==> src/rtl/dht11_responder.sv <==
// dht11_responder: DHT11 sensor emulator answering a host start pulse with a 40-bit frame.
//   clk        system clock
//   rst_n      asynchronous reset, active low
//   dht_in     data line as seen on the wire (asynchronous, wired-AND with host)
//   dht_oe     1 = pull the line low, 0 = release it to the pull-up
//   hum_int    humidity integer byte
//   hum_dec    humidity decimal byte
//   temp_int   temperature integer byte
//   temp_dec   temperature decimal byte
//   busy       high from an accepted start until the end of the frame
//   frame_done one-cycle pulse when the 50us tail completes
module dht11_responder #(
    parameter int CLKS_PER_US  = 50,
    parameter int START_MIN_US = 18000,
    parameter int RESP_WAIT_US = 30
) (
    input  logic       clk,
    input  logic       rst_n,
    input  logic       dht_in,
    output logic       dht_oe,
    input  logic [7:0] hum_int,
    input  logic [7:0] hum_dec,
    input  logic [7:0] temp_int,
    input  logic [7:0] temp_dec,
    output logic       busy,
    output logic       frame_done
);
    localparam int MX0 = START_MIN_US > RESP_WAIT_US ? START_MIN_US : RESP_WAIT_US;
    localparam int MX  = MX0 > 80 ? MX0 : 80;
    localparam int CW  = $clog2(MX + 1);
    localparam int PW  = CLKS_PER_US > 1 ? $clog2(CLKS_PER_US) : 1;

    typedef enum logic [2:0] {
        IDLE, HOST_LOW, RESP_WAIT, RESP_LOW, RESP_HIGH, BIT_LOW, BIT_HIGH, END_LOW
    } state_t;

    state_t        state, state_nx;
    logic [PW-1:0] pre;
    logic [1:0]    sync;
    logic [CW-1:0] us_cnt, dur;
    logic [39:0]   frame;
    logic [5:0]    bit_idx;
    logic          tick, line, done;

    assign tick = pre == PW'(CLKS_PER_US - 1);
    assign line = sync[1];

    // Duration of the current timed state; a state ends on the tick that
    // completes its last microsecond.
    always_comb begin
        dur = state == RESP_WAIT ? CW'(RESP_WAIT_US) :
              (state == RESP_LOW || state == RESP_HIGH) ? CW'(80) :
              (state == BIT_LOW || state == END_LOW) ? CW'(50) :
              frame[bit_idx] ? CW'(70) : CW'(26);
        done = tick && us_cnt == dur - 1'b1;
    end

    always_comb begin
        state_nx = state;
        case (state)
            IDLE:      if (!line) state_nx = HOST_LOW;
            HOST_LOW:  if (line) state_nx = us_cnt >= CW'(START_MIN_US) ? RESP_WAIT : IDLE;
            RESP_WAIT: if (done) state_nx = RESP_LOW;
            RESP_LOW:  if (done) state_nx = RESP_HIGH;
            RESP_HIGH: if (done) state_nx = BIT_LOW;
            BIT_LOW:   if (done) state_nx = BIT_HIGH;
            BIT_HIGH:  if (done) state_nx = bit_idx == 6'd0 ? END_LOW : BIT_LOW;
            END_LOW:   if (done) state_nx = IDLE;
            default:   state_nx = IDLE;
        endcase
    end

    assign dht_oe = state == RESP_LOW || state == BIT_LOW || state == END_LOW;
    assign busy   = state != IDLE && state != HOST_LOW;

    always_ff @(posedge clk or negedge rst_n) begin
        if (!rst_n) begin
            state      <= IDLE;
            pre        <= '0;
            sync       <= 2'b11;
            us_cnt     <= '0;
            frame      <= '0;
            bit_idx    <= '0;
            frame_done <= 1'b0;
        end else begin
            state <= state_nx;
            pre   <= tick ? '0 : pre + 1'b1;
            sync  <= {sync[0], dht_in};
            // Saturating counter keeps a very long host-low from wrapping back below the threshold.
            if (state_nx != state)
                us_cnt <= '0;
            else if (tick && us_cnt != '1)
                us_cnt <= us_cnt + 1'b1;
            // Snapshot at acceptance so byte changes mid-frame cannot corrupt the frame.
            if (state == HOST_LOW && state_nx == RESP_WAIT)
                frame <= {hum_int, hum_dec, temp_int, temp_dec, hum_int + hum_dec + temp_int + temp_dec};
            if (state == RESP_HIGH && state_nx == BIT_LOW)
                bit_idx <= 6'd39;
            else if (state == BIT_HIGH && state_nx == BIT_LOW)
                bit_idx <= bit_idx - 1'b1;
            frame_done <= state == END_LOW && state_nx == IDLE;
        end
    end
endmodule

==> config.mk <==
export PLATFORM = sky130hd
export DESIGN_NAME = dht11_responder
export DESIGN_NICKNAME = d
export VERILOG_FILES = /design/src/rtl/dht11_responder.sv
export SDC_FILE = /design/constraint.sdc
export NUM_CORES = 1
export LEC_CHECK = 0
export BUFFER_PORTS_ARGS = -buffer_cell sky130_fd_sc_hd__buf_2
export CAP_MARGIN = 15
export CELL_PAD_IN_SITES_DETAIL_PLACEMENT = 1
export CELL_PAD_IN_SITES_GLOBAL_PLACEMENT = 1
export CORE_ASPECT_RATIO = 0.7
export CORE_MARGIN = 5
export CORE_UTILIZATION = 45
export CTS_BUF_LIST = sky130_fd_sc_hd__clkbuf_4 sky130_fd_sc_hd__clkbuf_8
export DETAILED_ROUTE_END_ITERATION = 8
export PLACE_DENSITY = 0.75
export SYNTH_ARGS = -nofsm -noshare
export SYNTH_HDL_FRONTEND = slang
export SYNTH_SLANG_ARGS = --single-unit
==> constraint.sdc <==
create_clock -name clk -period 2.7 [get_ports clk]
set_input_delay 0.54 -clock clk [delete_from_list [all_inputs] [get_ports clk]]
set_output_delay 0.54 -clock clk [all_outputs]
set_load 0.01 [all_outputs]
==> results by group <==
Status
  – Status: complete, but fails checks
  – Failing checks: negative setup slack

Logic synthesis
  – Synth area leader: dfrtp_1
  – Yosys reg bits: 73
  – Syn_area_per_cell: around 12 µm²
  – FFs w/ async S/R, synth: 100.0%
  – Syn Nets: between 400 and 500
  – Synth area leaders: dfrtp_1 41%, mux2_2 8.7%, fa_1 6.4%
  – Synth top area share: about two fifths
  – Ys Warns: 0
  – Top_reg_cell synth: dfrtp_1
  – Post-Syn Instances: between 300 and 400
  – Sequential area share after synthesis: 41.76%
  – Mapped cell area: approximately 4400 µm²
  – Number of synthesized flops with an enable pin: 0
  – Post-synth cell types: 56

Floorplanning
  – I/O pin cnt: 38
  – Initial core utilization: between 40% and 50%
  – Core area: slightly below 10000 µm²
  – DIE AREA: around 12000 µm²
  – Height of the die: between 90 and 100 µm
  – Rows: 30
  – Die Wd: 127.9 µm

Placed design
  – DP HPWL: slightly below 9000 µm
  – Pre-CTS setup slack: -0.5806 ns
  – RePlAce Congestion: roughly 0.84
  – PortBufs: 37

Timing
  – Tcrit/Tclk final: 107.0%
  – Setup Skew: around 0.015 ns
  – Fmax: 346.3 MHz
  – Tmin final: 2.888 ns
  – Post-route setup slack: -0.1879 ns
  – Final-report hold violation count: 0
  – Setup-failing EPs final: 27
  – Least-Margin Pin Slew: 0.9346 ns
  – Slew HR: 37.70%
  – Fin. max-slew vios: 0
  – Setup TNS: -3.530 ns
  – RSZ-0062 raised after global routing: true

Pwr
  – Reg power frac: around 45%
  – Net Sw Frac: between 30% and 40%
  – Combinational power share: between 20% and 30%
  – Clock network power share: between 30% and 40%
  – NetSw: 774.4 µW
  – Int Pwr: ~1800 µW
  – Pleak: 0.002231 µW
  – Worst VDD drop: roughly 290 µV
  – Pwr dens: between 400 and 500 nW/µm²
  – Power consumption: 2572 µW

Final layout
  – Ant. Diodes: 0
  – Nets: 508
  – # fillers: 1039
  – Syn-to-layout area delta: 22.19%
  – Share of post-route cells with drive strength above 1: 39.82%

Clock network
  – Num CTS Buffers: 9
  – Clk slew on worst S/H paths: 0.08 ns
  – CTS tree: built
  – Clock root cell: clkbuf_8
  – CTS Buffer Depth: 2
  – Clk sink count: 73
  – Clock latency at the later pin of the worst-skew pair: roughly 0.37 ns
  – H-Tree Depth: 3
  – Hold_buf cts: 0

Detailed routing
  – Final WL: 12000 µm
  – Iteration-0 DRC Markers: 248
  – Antenna violation net count after detailed routing: 0
  – Via density: approximately 5.6
  – DRC Markers: 0
  – Drt wl/cell: just over 20 µm
  – Via count: between 3000 and 4000
  – First-pass DRT Iterations: 4

Setup path
  – Critical-path cell list: mux4_1 -> mux2i_1 -> o32ai_2 -> buf_4 -> nor4_4 -> a211oi_2 -> a311oi_2 -> buf_4 -> buf_6 -> o211ai_1 -> a32o_1
  – R2R cell count: 11
  – Maximum fanout along the worst path: 7
  – Slowest cell on crit path: mux4_1
  – WP data required: 2.95 ns
  – CP dominant cell by count: buf_4
  – Crit. End Element: flip-flop
  – CP arrival: 3.14 ns
  – CP max stage delay: 0.58 ns
  – Nature of the critical path startpoint: flip-flop
  – Reg2reg end: bit_idx[4]$_DFFE_PN0P_
  – R2r setup slk: -0.19 ns
  – Reg2reg start: bit_idx[0]$_DFFE_PN0P_
  – Critical path class: reg2reg

Hold path
  – Hold path endpoint: sync[0]$_DFF_PN1_
  – Hold-critical path depth: 1
  – Hold Crit Class: in2reg
  – Hold Startpoint: dht_in

GRT
  – Vias in the first global route: 3642
  – Initial antenna violation count: 1
  – Largest net degree at the start of global routing: 74
  – Global-route wire length before repair: 19860 µm
  – Gr usage total: between 20% and 30%
  – Total global routing overflow: 0

Run
  – Max cap viols: 0
cell type report:
| class | count | area [µm²] | share of cell area (%) |
|---|---|---|---|
| Multi-Input combinational cell | 276 | 2604 | 48.64 |
| Sequential cell | 73 | 1832 | 34.22 |
| Timing Repair Buffer | 74 | 526.8 | 9.841 |
| Tap cell | 128 | 160.2 | 2.992 |
| Clock buffer | 10 | 137.6 | 2.571 |
| Inverter | 13 | 48.80 | 0.9116 |
| Clock inverter | 6 | 43.79 | 0.8181 |
power by group through the flow:
stage               clock (µW)  sequential, µW  combinational, µW
global placement             0            1180                462
CTS                        824            1160                574
floorplan                    0            1160                294
detailed placement           0            1180                507
finish                     804            1160                610
global route               886            1160                652
layer usage:
metal	global-route usage [%]	wire length (µm)	vias to the layer above
met4	5.212	140	2
met3	5.072	352	17
met1	30.47	5643	1689
met2	34.28	5842	53
met5	0	20	-
li1	-	-	1486
through the flow:
| stage | std cells | hold WS (ns) | utilization, % | instance area, µm² |
|---|---|---|---|---|
| 5_1_grt | 580 | 0.2532 | 55.70 | 5353 |
| 2_1_floorplan | 379 | 0.2444 | - | 4403 |
| 3_3_place_gp | 556 | 0.3542 | 50.76 | 4877 |
| 6_report | 580 | 0.2805 | 55.70 | 5353 |
| 3_5_place_dp | 556 | 0.3553 | 50.76 | 4877 |
| 4_1_cts | 577 | 0.2614 | 54.73 | 5259 |
cells by family after synthesis:
| group | synth area share (%) |
|---|---|
| xor gates and xnor gates | 5.998 |
| adders and majority gates | 9.826 |
| AOI/OAI and AO/OA | 8.369 |
| muxes | 15.94 |
| buffers and inverters | 3.656 |
| DFF | 41.76 |
| and+or+nand+nor | 14.45 |
how the worst max path moves through the flow:
| stage | start | end | slack [ns] | depth (start not counted) |
|---|---|---|---|---|
| after detailed placement | temp_int[2] | frame[7]$_DFFE_PN0P_ | -0.58 | 12 |
| after global placement | temp_int[2] | frame[7]$_DFFE_PN0P_ | -0.36 | 12 |
| final | bit_idx[0]$_DFFE_PN0P_ | bit_idx[4]$_DFFE_PN0P_ | -0.19 | 11 |
| after floorplan | hum_int[1] | frame[7]$_DFFE_PN0P_ | -0.16 | 12 |
| after CTS | bit_idx[0]$_DFFE_PN0P_ | bit_idx[4]$_DFFE_PN0P_ | -0.20 | 12 |
| after global routing | bit_idx[0]$_DFFE_PN0P_ | bit_idx[4]$_DFFE_PN0P_ | -0.27 | 12 |
synth_stat cells (2+ instances only):
| library cell | number |
|---|---|
| inv_1 | 12 |
| nand2b_1 | 4 |
| and3_1 | 6 |
| buf_6 | 3 |
| a2bb2oi_1 | 4 |
| o21ai_0 | 12 |
| nand2_1 | 27 |
| nor3_1 | 8 |
| mux4_2 | 6 |
| nand3_1 | 11 |
| nor4_1 | 3 |
| nor2b_1 | 6 |
| mux2_2 | 34 |
| nor2_1 | 30 |
| ha_1 | 12 |
| a21o_1 | 4 |
| clkbuf_1 | 11 |
| or3_1 | 5 |
| a211oi_1 | 2 |
| dfrtp_1 | 71 |
| a22o_1 | 2 |
| fa_1 | 14 |
| mux4_1 | 4 |
| a41oi_1 | 2 |
| a32o_1 | 3 |
| xor2_1 | 13 |
| o211ai_1 | 3 |
| nor2_4 | 10 |
| dfstp_2 | 2 |
| mux2i_1 | 6 |
| o31ai_1 | 2 |
| a21oi_1 | 7 |
| xnor2_1 | 17 |
sequential cells by signal, indices dropped and copies added, names as in the netlist:
name and cells:
bit_idx 6, frame 40, frame_done 1, pre 6, state 3, sync 2, us_cnt 15
what timing repair did:
item / 4_1_cts / 5_1_grt
endpoints found under the setup margin: 28 / 28
gates cloned: 1 / 0
buffers inserted: 5 / 3
gates resized for setup: 34 / 17
pin swaps: 21 / 16
placed cells by master, fill, tap and decap left out, types with 4 or more instances in the layout:
cell	count
mux2i_1	5
buf_6	11
a21oi_1	5
fa_1	13
o21ai_1	4
nand2b_1	4
and3_1	6
nor2b_1	5
nor2_4	10
nor2_1	24
xnor2_1	15
nor2_2	6
ha_1	11
nand2_1	26
dfrtp_1	69
a21o_1	4
clkbuf_8	10
mux4_2	7
xor2_1	13
nor3_1	8
o21ai_0	7
nand3_1	10
buf_2	33
or3_1	4
buf_4	29
mux2_2	34
inv_1	11
critical path: cells and delay by family (launching register included):
family | cells | cell delay [ns]
multiplexers | 2 | 0.83
AO/OA/AOI/OAI | 5 | 0.72
buffers and inverters | 3 | 0.53
flip-flops | 1 | 0.43
AND/OR/NAND/NOR | 1 | 0.27
No activity file was read; power rests on OpenSTA's default activity.
